==> config.mk <==
export PLATFORM = sky130hd
export DESIGN_NAME = ram_bist_flat
export DESIGN_NICKNAME = d
export VERILOG_FILES = /design/src/rtl/ram_bist_if.sv /design/src/rtl/ram_bist.sv /design/src/flat_wrapper.sv
export SDC_FILE = /design/constraint.sdc
export NUM_CORES = 1
export LEC_CHECK = 0
export ABC_AREA = 1
export BUFFER_PORTS_ARGS = -buffer_cell sky130_fd_sc_hd__buf_4
export CAP_MARGIN = 25
export CELL_PAD_IN_SITES_DETAIL_PLACEMENT = 0
export CELL_PAD_IN_SITES_GLOBAL_PLACEMENT = 1
export CORE_MARGIN = 5
export CORE_UTILIZATION = 37
export CTS_BUF_LIST = sky130_fd_sc_hd__clkbuf_4
export CTS_CLUSTER_SIZE = 40
export DETAILED_ROUTE_END_ITERATION = 7
export PLACE_DENSITY_LB_ADDON = 0.1
export SYNTH_ARGS = -nofsm -noshare
export SYNTH_HDL_FRONTEND = slang
export SYNTH_SLANG_ARGS = --single-unit
==> constraint.sdc <==
create_clock -name clk -period 1.95 [get_ports clk]
set_input_delay 0 -clock clk [delete_from_list [all_inputs] [get_ports clk]]
set_output_delay 0 -clock clk [all_outputs]
set_load 0.05 [all_outputs]
==> src/rtl/ram_bist_if.sv <==
// Single-port SRAM bank port as seen by the BIST initiator: registered request side
// plus one-cycle-latency read data.
interface ram_bist_if #(
  parameter int ADDR_WIDTH = 15,
  parameter int DATA_WIDTH = 32
);
  logic                      mem_en_o;
  logic [ADDR_WIDTH-1:0]     mem_addr_o;
  logic                      mem_we_o;
  logic [DATA_WIDTH/8-1:0]   mem_be_o;
  logic [DATA_WIDTH-1:0]     mem_wdata_o;
  logic [DATA_WIDTH-1:0]     mem_rdata_i;

  modport master (
    output mem_en_o, mem_addr_o, mem_we_o, mem_be_o, mem_wdata_o,
    input  mem_rdata_i
  );

  modport slave (
    input  mem_en_o, mem_addr_o, mem_we_o, mem_be_o, mem_wdata_o,
    output mem_rdata_i
  );
endinterface

==> src/rtl/ram_bist.sv <==
// March C- BIST controller: drives the SRAM port one op per cycle through M0..M5,
// compares read data one cycle later and records pass/fail, first failure and error count.
module ram_bist #(
  parameter int                    ADDR_WIDTH = 15,
  parameter int                    DATA_WIDTH = 32,
  parameter int                    NUM_WORDS  = 8192,
  parameter logic [DATA_WIDTH-1:0] PATTERN    = 32'h5555_5555
) (
  input  logic                  clk,
  input  logic                  rst_n,
  input  logic                  start_i,
  output logic                  busy_o,
  output logic                  done_o,
  output logic                  fail_o,
  output logic [15:0]           err_cnt_o,
  output logic [ADDR_WIDTH-1:0] fail_addr_o,
  output logic [DATA_WIDTH-1:0] fail_data_o,
  ram_bist_if.master            mem
);

  localparam int BYTES = DATA_WIDTH / 8;
  localparam int BSH   = $clog2(BYTES);
  localparam int WW    = (NUM_WORDS > 1) ? $clog2(NUM_WORDS) : 1;
  localparam logic [WW-1:0]         W_LAST = WW'(NUM_WORDS - 1);
  localparam logic [WW-1:0]         W_ZERO = WW'(0);
  localparam logic [WW-1:0]         W_ONE  = WW'(1);
  localparam logic [DATA_WIDTH-1:0] BG0    = PATTERN;
  localparam logic [DATA_WIDTH-1:0] BG1    = ~PATTERN;

  typedef enum logic [3:0] {
    S_IDLE  = 4'd0,
    S_M0    = 4'd1,
    S_M1    = 4'd2,
    S_M2    = 4'd3,
    S_M3    = 4'd4,
    S_M4    = 4'd5,
    S_M5    = 4'd6,
    S_DRAIN = 4'd7,
    S_DONE  = 4'd8
  } state_t;

  state_t          state, nxt_state;
  logic [WW-1:0]   w_idx, nxt_w;
  logic            phase, nxt_phase;   // 0: read half of an r/w pair, 1: write half
  logic            accept;
  logic            nxt_en, nxt_we;
  logic [DATA_WIDTH-1:0] wr_val, rd_val;

  logic                  op_is_rd;
  logic [DATA_WIDTH-1:0] op_exp;
  logic                  rd_pend;
  logic [DATA_WIDTH-1:0] pend_exp;
  logic [ADDR_WIDTH-1:0] pend_addr;

  // Next memory op: element, word index and r/w phase to present after this edge.
  always_comb begin
    nxt_state = state;
    nxt_w     = w_idx;
    nxt_phase = phase;
    accept    = 1'b0;
    case (state)
      S_IDLE, S_DONE: begin
        if (start_i) begin
          accept    = 1'b1;
          nxt_state = S_M0;
          nxt_w     = W_ZERO;
          nxt_phase = 1'b1;
        end else begin
          accept    = 1'b0;
        end
      end
      S_M0: begin
        if (w_idx == W_LAST) begin
          nxt_state = S_M1;
          nxt_w     = W_ZERO;
          nxt_phase = 1'b0;
        end else begin
          nxt_w     = w_idx + W_ONE;
        end
      end
      S_M1, S_M2: begin
        if (!phase) begin
          nxt_phase = 1'b1;
        end else if (w_idx != W_LAST) begin
          nxt_w     = w_idx + W_ONE;
          nxt_phase = 1'b0;
        end else if (state == S_M1) begin
          nxt_state = S_M2;
          nxt_w     = W_ZERO;
          nxt_phase = 1'b0;
        end else begin
          nxt_state = S_M3;
          nxt_w     = W_LAST;
          nxt_phase = 1'b0;
        end
      end
      S_M3, S_M4: begin
        if (!phase) begin
          nxt_phase = 1'b1;
        end else if (w_idx != W_ZERO) begin
          nxt_w     = w_idx - W_ONE;
          nxt_phase = 1'b0;
        end else if (state == S_M3) begin
          nxt_state = S_M4;
          nxt_w     = W_LAST;
          nxt_phase = 1'b0;
        end else begin
          nxt_state = S_M5;
          nxt_w     = W_ZERO;
          nxt_phase = 1'b0;
        end
      end
      S_M5: begin
        if (w_idx == W_LAST) begin
          nxt_state = S_DRAIN;
        end else begin
          nxt_w     = w_idx + W_ONE;
        end
      end
      S_DRAIN: nxt_state = S_DONE;
      default: nxt_state = S_IDLE;
    endcase
  end

  // Decode the next op into enable, direction, write value and expected read value.
  always_comb begin
    nxt_en = 1'b0;
    nxt_we = 1'b0;
    wr_val = {DATA_WIDTH{1'b0}};
    rd_val = {DATA_WIDTH{1'b0}};
    case (nxt_state)
      S_M0: begin nxt_en = 1'b1; nxt_we = 1'b1;      wr_val = BG0; end
      S_M1: begin nxt_en = 1'b1; nxt_we = nxt_phase; wr_val = BG1; rd_val = BG0; end
      S_M2: begin nxt_en = 1'b1; nxt_we = nxt_phase; wr_val = BG0; rd_val = BG1; end
      S_M3: begin nxt_en = 1'b1; nxt_we = nxt_phase; wr_val = BG1; rd_val = BG0; end
      S_M4: begin nxt_en = 1'b1; nxt_we = nxt_phase; wr_val = BG0; rd_val = BG1; end
      S_M5: begin nxt_en = 1'b1; nxt_we = 1'b0;      rd_val = BG0; end
      default: begin nxt_en = 1'b0; nxt_we = 1'b0; end
    endcase
  end

  // FSM, registered memory port, compare pipeline and result registers.
  always_ff @(posedge clk or negedge rst_n) begin
    if (!rst_n) begin
      state           <= S_IDLE;
      w_idx           <= W_ZERO;
      phase           <= 1'b0;
      busy_o          <= 1'b0;
      done_o          <= 1'b0;
      fail_o          <= 1'b0;
      err_cnt_o       <= 16'h0000;
      fail_addr_o     <= {ADDR_WIDTH{1'b0}};
      fail_data_o     <= {DATA_WIDTH{1'b0}};
      mem.mem_en_o    <= 1'b0;
      mem.mem_we_o    <= 1'b0;
      mem.mem_be_o    <= {BYTES{1'b0}};
      mem.mem_addr_o  <= {ADDR_WIDTH{1'b0}};
      mem.mem_wdata_o <= {DATA_WIDTH{1'b0}};
      op_is_rd        <= 1'b0;
      op_exp          <= {DATA_WIDTH{1'b0}};
      rd_pend         <= 1'b0;
      pend_exp        <= {DATA_WIDTH{1'b0}};
      pend_addr       <= {ADDR_WIDTH{1'b0}};
    end else begin
      state           <= nxt_state;
      w_idx           <= nxt_w;
      phase           <= nxt_phase;
      busy_o          <= nxt_en | (nxt_state == S_DRAIN);
      done_o          <= (nxt_state == S_DONE);
      mem.mem_en_o    <= nxt_en;
      mem.mem_we_o    <= nxt_we;
      mem.mem_be_o    <= nxt_we ? {BYTES{1'b1}} : {BYTES{1'b0}};
      mem.mem_addr_o  <= nxt_en ? (ADDR_WIDTH'(nxt_w) << BSH) : {ADDR_WIDTH{1'b0}};
      mem.mem_wdata_o <= nxt_we ? wr_val : {DATA_WIDTH{1'b0}};
      op_is_rd        <= nxt_en & ~nxt_we;
      op_exp          <= rd_val;
      // Read data arrives the cycle after the read is presented, so expectation lags one stage.
      rd_pend         <= op_is_rd;
      pend_exp        <= op_exp;
      pend_addr       <= mem.mem_addr_o;
      if (accept) begin
        fail_o      <= 1'b0;
        err_cnt_o   <= 16'h0000;
        fail_addr_o <= {ADDR_WIDTH{1'b0}};
        fail_data_o <= {DATA_WIDTH{1'b0}};
      end else if (rd_pend && (mem.mem_rdata_i != pend_exp)) begin
        fail_o <= 1'b1;
        if (err_cnt_o != 16'hFFFF) begin
          err_cnt_o <= err_cnt_o + 16'h0001;
        end else begin
          err_cnt_o <= err_cnt_o;
        end
        if (!fail_o) begin
          fail_addr_o <= pend_addr;
          fail_data_o <= mem.mem_rdata_i;
        end else begin
          fail_addr_o <= fail_addr_o;
        end
      end else begin
        fail_o <= fail_o;
      end
    end
  end

endmodule

==> src/flat_wrapper.sv <==
// flat-port wrapper written by rule: the top's interface ports become plain ports
module ram_bist_flat 
#(
  parameter int                    ADDR_WIDTH = 15,
  parameter int                    DATA_WIDTH = 32,
  parameter int                    NUM_WORDS  = 8192,
  parameter logic [DATA_WIDTH-1:0] PATTERN    = 32'h5555_5555
)
  (clk, rst_n, start_i, busy_o, done_o, fail_o, err_cnt_o, fail_addr_o, fail_data_o, mem_mem_en_o, mem_mem_addr_o, mem_mem_we_o, mem_mem_be_o, mem_mem_wdata_o, mem_mem_rdata_i);
  ram_bist_if #(.ADDR_WIDTH(ADDR_WIDTH), .DATA_WIDTH(DATA_WIDTH)) mem_i ();
  input  logic clk;
  input  logic rst_n;
  input  logic start_i;
  output logic busy_o;
  output logic done_o;
  output logic fail_o;
  output logic [15:0] err_cnt_o;
  output logic [ADDR_WIDTH-1:0] fail_addr_o;
  output logic [DATA_WIDTH-1:0] fail_data_o;
  output wire logic [$bits(mem_i.mem_en_o)-1:0] mem_mem_en_o;
  output wire logic [$bits(mem_i.mem_addr_o)-1:0] mem_mem_addr_o;
  output wire logic [$bits(mem_i.mem_we_o)-1:0] mem_mem_we_o;
  output wire logic [$bits(mem_i.mem_be_o)-1:0] mem_mem_be_o;
  output wire logic [$bits(mem_i.mem_wdata_o)-1:0] mem_mem_wdata_o;
  input wire logic [$bits(mem_i.mem_rdata_i)-1:0] mem_mem_rdata_i;
  assign mem_mem_en_o = mem_i.mem_en_o;
  assign mem_mem_addr_o = mem_i.mem_addr_o;
  assign mem_mem_we_o = mem_i.mem_we_o;
  assign mem_mem_be_o = mem_i.mem_be_o;
  assign mem_mem_wdata_o = mem_i.mem_wdata_o;
  assign mem_i.mem_rdata_i = mem_mem_rdata_i;
  ram_bist #(.ADDR_WIDTH(ADDR_WIDTH), .DATA_WIDTH(DATA_WIDTH), .NUM_WORDS(NUM_WORDS), .PATTERN(PATTERN)) u_core (.clk(clk), .rst_n(rst_n), .start_i(start_i), .busy_o(busy_o), .done_o(done_o), .fail_o(fail_o), .err_cnt_o(err_cnt_o), .fail_addr_o(fail_addr_o), .fail_data_o(fail_data_o), .mem(mem_i));
endmodule
==> reports/metrics.cfg, run 1 <==
[floorplan]
coreArea_um2=18710
rows=50
die_h_um=147.9
fp.dieW_um=147.9
initial_core_util_pct=37.61
die_area_um2=21870
io_pins=154

[hold_path]
whs_path_depth=4
min_from=mem_mem_rdata_i[30]
hp-class=input port to flip-flop
hold_end=u_core.fail_data_o[30]

[power]
max-vdd-ir-drop_v=0.0005648
combPwrFrac_pct=53.5
p_int_mw=6.354
p_leak_nw=5.240
clkPwrFrac_pct=16.5
swShare_pct=48.70
pwr-share-seq_pct=30.0
p_switching_mw=6.032
power_density_nw_per_um2=1246
finalPower_mw=12.39

[timing]
relSlewSlack_pct=64.26
setup_viol=17
rsz0062_at_grt=yes
whs_ps=252.0
setup_tns_ps=-668.7
hold_viol=0
fin_skew_ps=37.08
tightest_slew_ps=536.0
slew_violations=0
timing.fmax_mhz=493.7
worst_slack_ps=-75.67
timing.final.crit_share_pct=103.9
min_period_ps=2026

[placement]
gp_congestion=0.9146
postPlaceCellArea_um2=8850
pre_cts_slack_ps=-40.78
dpl.cell_count=1339
dp_hpwl_um=16410
port-buffer-count=149

[logic_synthesis]
synth_area_um2=7034
synth.area.top_cells=dfrtp_1 (42%), nand2_1 (12%), nand3_1 (8.8%)
yosysSeqAreaShare_pct=41.98
syn-instance-count=936
yosys_register_bits=118
synth_top_area_cell=dfrtp_1
syn_avg_cell_area_um2=7.515
synth_top_cell_area_share_pct=41.98
yosys_warnings=0
yosys.cell_types.count=39

[cells_and_area]
final_area_um2=9945
num-nets-final=1209
multiInputGateArea_um2=3511
drive_gt1_share_pct=34.32
post-route-util_pct=53.16
seq_area_um2=2957
fillers=1832
fin_cells=1418
syn2layout_area_growth_pct=41.37

[routing]
wirelength_um=23010
viasPerCell=4.982
dr.pass1.iters=5
first_iter_violations=447
drcViolationCount=0
num_vias=7064
drtAntennaViolNets=0
wire_per_inst_um=16.22

[clocking]
cts_htree_levels=4
clk_path_buf_depth=2
clock_sinks=118
ctsRootBufferMaster=clkbuf_4
cts_tree=built
clk_latency_ps=570
clkTransAtPathRegs_ps=150
cts_buffers=17

[critical_path]
required_ps=2400
cp.arrival_ps=2480
start_kind=flip-flop
r2r_start=u_core.w_idx[1]
worst_setup_path_end_kind=flip-flop
r2r_slack_ps=-80
r2r_cells=11
crit_type=flip-flop to flip-flop
timing.rr.end=u_core.mem.mem_addr_o[13]
path_max_fanout=8

[outcome]
outcome=finished with violations
violations=negative setup slack

[global_route]
antenna_found_initial=1
grt_pass1_wl_um=36230
grt_max_degree=124
grt.total_usage_pct=20.64
grt_pass1_vias=6741
globalRouteOverflowTotal=0

[run]
cap_violations=0

logic make-up after synthesis:
kind of cell | Yosys count | synth area share (%)
AND/OR/NAND/NOR | 563 | 37.58
XOR/XNOR | 22 | 2.739
buffers and inverters | 176 | 12.34
other | 1 | 0.05331
AO/OA/AOI/OAI | 52 | 4.589
adder cells (fa/ha/maj) | 4 | 0.7115
flip-flops | 118 | 41.98
critical path, stage by stage, from the launching register on:
cell and delay (ps):
dfrtp_1 410, ha_2 200, nand2_2 70, nor2_4 120
nand2_4 90, inv_4 100, nand3_1 110, nand2_2 150
nand3_4 100, o21ai_4 260, clkbuf_16 230, a21oi_2 60
placed cells by master (no fill, tap or decap), drive strengths merged:
| cell | count |
|---|---|
| and3 | 2 |
| or2 | 3 |
| bufinv | 3 |
| o21ai | 20 |
| clkinvlp | 3 |
| clkinv | 5 |
| diode | 1 |
| buf | 257 |
| nand3 | 124 |
| dfrtp | 118 |
| dlygate4sd3 | 35 |
| o22ai | 4 |
| nand4 | 75 |
| nor2 | 95 |
| a21boi | 1 |
| conb | 4 |
| xnor2 | 1 |
| nand3b | 2 |
| o31ai | 2 |
| o211ai | 2 |
| clkbuf | 19 |
| nand2 | 248 |
| inv | 98 |
| nor3 | 14 |
| xor2 | 21 |
| ha | 4 |
| a21oi | 23 |
layer usage:
metal  up-vias  part of all wire, %  global-route usage, %
li1       3495                    -                      -
met1      3366                   45                  27.73
met2       176                   49                  34.25
met3        27                  4.7                  3.617
met4         0                  1.9                  6.189
met5         -                    0                      0
power groups by stage:
| stage | combinational [mW] | clock, mW | sequential (mW) |
|---|---|---|---|
| 3_5_place_dp | 6.26 | 0 | 3.78 |
| 6_report | 6.62 | 2.04 | 3.72 |
| 4_1_cts | 6.40 | 2.12 | 3.72 |
| 5_1_grt | 7.11 | 2.23 | 3.83 |
| 2_1_floorplan | 2.44 | 0 | 5.41 |
| 3_3_place_gp | 6.27 | 0 | 3.74 |
Yosys cell counts, drive strengths merged:
cell / count
o31ai: 2
nor2: 95
nand3: 124
clkinv: 2
conb: 1
and3: 2
xor2: 21
o21ai: 20
a21oi: 23
clkbuf: 19
ha: 4
xnor2: 1
a21boi: 1
nand4: 75
or2: 3
o22ai: 4
nand2: 248
inv: 92
nor3: 14
nand3b: 2
o211ai: 2
dfrtp: 118
buf: 63
registers in the layout, summed over array words and instances (netlist names), 2 cells and up:
register / count
u_core.pend_addr: 13
u_core.err_cnt_o: 16
u_core.fail_addr_o: 13
u_core.state: 4
u_core.mem.mem_wdata_o: 2
u_core.mem.mem_addr_o: 13
u_core.pend_exp: 2
u_core.op_exp: 2
u_core.fail_data_o: 32
u_core.w_idx: 13
worst max path at each step:
stage                         start                   endpoint  slack [ps]
floorplan           u_core.w_idx[1]   u_core.mem.mem_addr_o[2]          10
global placement    u_core.w_idx[0]           u_core.w_idx[11]         -20
detailed placement  u_core.w_idx[0]   u_core.mem.mem_addr_o[7]         -40
CTS                 u_core.w_idx[1]   u_core.mem.mem_addr_o[4]         -10
global route        u_core.w_idx[0]   u_core.mem.mem_addr_o[4]        -170
finish              u_core.w_idx[1]  u_core.mem.mem_addr_o[13]         -80
final cells by class:
cell class / count / area share, %
Clock inverter: 15 / 1.950
Clock buffer: 17 / 1.283
Timing Repair Buffer: 294 / 25.13
Sequential cell: 118 / 29.73
Tap cell: 234 / 2.944
Inverter: 94 / 3.636
Multi-Input combinational cell: 645 / 35.30
Antenna cell: 1 / 0.02516
what timing repair did:
item | 4_1_cts | 5_1_grt
hold endpoints to repair | 153 | 0
hold buffers | 36 | 0
setup endpoints to repair | 19 | 78
pin swaps | 3 | 29
buffers inserted | 3 | 5
cloned | 0 | 2
resized for setup | 20 | 63
(Power assumes the default switching activity.)
==> run 2: changes to the inputs <==
==> constraint.sdc (replaced) <==
create_clock -name clk -period 1.95 [get_ports clk]
set_input_delay 0 -clock clk [delete_from_list [all_inputs] [get_ports clk]]
set_output_delay 0 -clock clk [all_outputs]
set_load 0.02 [all_outputs]
==> run 2 against run 1 <==
- the run still ends with negative setup slack left
- global-route usage increased by 0.58 points
- die area unchanged
- first-iteration DRC count decreased by 13%
- fmax decreased by 0.51%
- critical endpoint is now u_core.mem.mem_addr_o[3]
- combinational power decreased by 22%
- via count decreased by 0.89%
==> reports/metrics.cfg, run 2 (synthesis results as in run 1) <==
[outcome]
outcome=finished with violations
violations=negative setup slack

[cells_and_area]
post-route-util_pct=52.38
fin_cells=1430
drive_gt1_share_pct=33.81
final_cell_mix=buf_4 (258), nand2_1 (221), nand3_1 (118)
final_common_cell=buf_4
reg_top3=u_core.fail_data_o (32), u_core.err_cnt_o (16)
final_area_um2=9798
largest_register_ff_count=32
syn2layout_area_growth_pct=39.29
num-nets-final=1221
largest-register=u_core.fail_data_o

[clocking]
clk_path_buf_depth=2
cts_tree=built
clock_sinks=118
clkTransAtPathRegs_ps=130
cts_htree_levels=4
cts_buffers=17
clk_latency_ps=530
ctsRootBufferMaster=clkbuf_4

[critical_path]
max_stage_delay_ps=450
crit_type=flip-flop to flip-flop
r2r_start=u_core.w_idx[0]
path_delay_family=simple AND/OR/NAND/NOR gates
worst_setup_path_end_kind=flip-flop
crit_path_top_delay_cell=dfrtp_1
r2r_cells=14
path_cells=ha_2, nand2_2, nor2_4, nand2_4, inv_6, nand2_8, nand2_8, nand2_4, inv_4, nand2_4, nor2_4, o21ai_4, buf_8, a21oi_2
cp_num_buf_inv=3
path_max_fanout=7
start_kind=flip-flop
cp_common_cell=nand2_4
r2r_slack_ps=-90
cp.arrival_ps=2480
required_ps=2400
timing.rr.end=u_core.mem.mem_addr_o[3]

[power]
pwr-share-seq_pct=35.5
p_leak_nw=5.211
p_int_mw=5.976
swShare_pct=43.17
max-vdd-ir-drop_v=0.0004593
finalPower_mw=10.52
combPwrFrac_pct=48.9
clkPwrFrac_pct=15.5
power_density_nw_per_um2=1073
p_switching_mw=4.540

[hold_path]
hold_end=u_core.fail_data_o[24]
whs_path_depth=4
min_from=mem_mem_rdata_i[24]
hp-class=input port to flip-flop

[routing]
wire_per_inst_um=16.02
drtAntennaViolNets=0
num_vias=7001
dr.pass1.iters=5
viasPerCell=4.896
wirelength_um=22900
drcViolationCount=0
first_iter_violations=390

[placement]
gp_congestion=0.9265
dp_hpwl_um=16780
pre_cts_slack_ps=-255.7
port-buffer-count=149
postPlaceCellArea_um2=8860
dpl.cell_count=1351

[timing]
min_period_ps=2036
timing.final.crit_share_pct=104.4
slew_violations=0
timing.fmax_mhz=491.1
rsz0062_at_grt=yes
hold_viol=0
worst_slack_ps=-86.08
setup_viol=24
fin_skew_ps=28.77
whs_ps=278.1
setup_tns_ps=-1183

[global_route]
grt_max_degree=95
antenna_found_initial=1
grt_pass1_vias=6965
grt_pass1_wl_um=37140
grt.total_usage_pct=21.22
globalRouteOverflowTotal=0

[floorplan]
coreArea_um2=18710
die_area_um2=21870
initial_core_util_pct=37.61
rows=50
die_h_um=147.9
io_pins=154
fp.dieW_um=147.9

[run]
cap_violations=0

==> run 2: cell count changes in the layout (fill, tap and decap cells not counted), sizes merged <==
cell	delta
bufinv	-2
buf	+14
inv	-5
clkinv	+3
clkinvlp	+2
==> run 2: area by class of cell <==
class	count	area, um2
Fill cell	1882	8907
Multi-Input combinational cell	645	3440
Sequential cell	118	2955
Timing Repair Buffer	306	2494
Inverter	94	362.8
Tap cell	234	292.8
Clock buffer	19	142.6
Clock inverter	13	108.9
Antenna cell	1	2.502
==> run 2: what timing repair did <==
item,in CTS,in global routing
hold endpoints to repair,153,0
endpoints found under the setup margin,44,59
hold buffers,36,0
resized for setup,38,34
buffers inserted,9,4
pin swaps,21,26
gates cloned,0,0
==> run 2: worst register-to-register path, cell delays in order, from the launching register on <==
cell and delay [ps]:
dfrtp_1 450, ha_2 220, nand2_2 70, nor2_4 130, nand2_4 110, inv_6 100
nand2_8 90, nand2_8 100, nand2_4 60, inv_4 60, nand2_4 50, nor2_4 150
o21ai_4 90, buf_8 150, a21oi_2 130
==> run 2: how the worst max path moves through the flow <==
stage / end / cells after the start / start / slack [ps]
6_report: u_core.mem.mem_addr_o[3] / 14 / u_core.w_idx[0] / -90
5_1_grt: u_core.mem.mem_addr_o[3] / 14 / u_core.w_idx[0] / -210
4_1_cts: u_core.op_exp[30] / 15 / u_core.w_idx[0] / -70
3_5_place_dp: u_core.op_is_rd / 10 / u_core.w_idx[0] / -260
3_3_place_gp: u_core.mem.mem_addr_o[3] / 10 / u_core.w_idx[0] / -180
2_1_floorplan: u_core.mem.mem_addr_o[2] / 13 / u_core.w_idx[1] / -5
==> run 2: per-layer routing <==
metal | up-vias | track usage, % | wire length, um
li1 | 3525 | - | -
met1 | 3286 | 28.91 | 10480
met2 | 170 | 35.21 | 11130
met3 | 20 | 3.924 | 1015
met4 | 0 | 5.081 | 275
met5 | - | 0 | 0
==> run 2: power groups by stage <==
stage | Combinational (mW) | Clock (mW) | Sequential (mW)
final | 5.14 | 1.63 | 3.74
after detailed placement | 4.95 | 0 | 3.79
after global routing | 5.65 | 1.82 | 3.85
after floorplan | 2.29 | 0 | 4.27
after global placement | 4.95 | 0 | 3.78
after CTS | 5.13 | 1.71 | 3.74
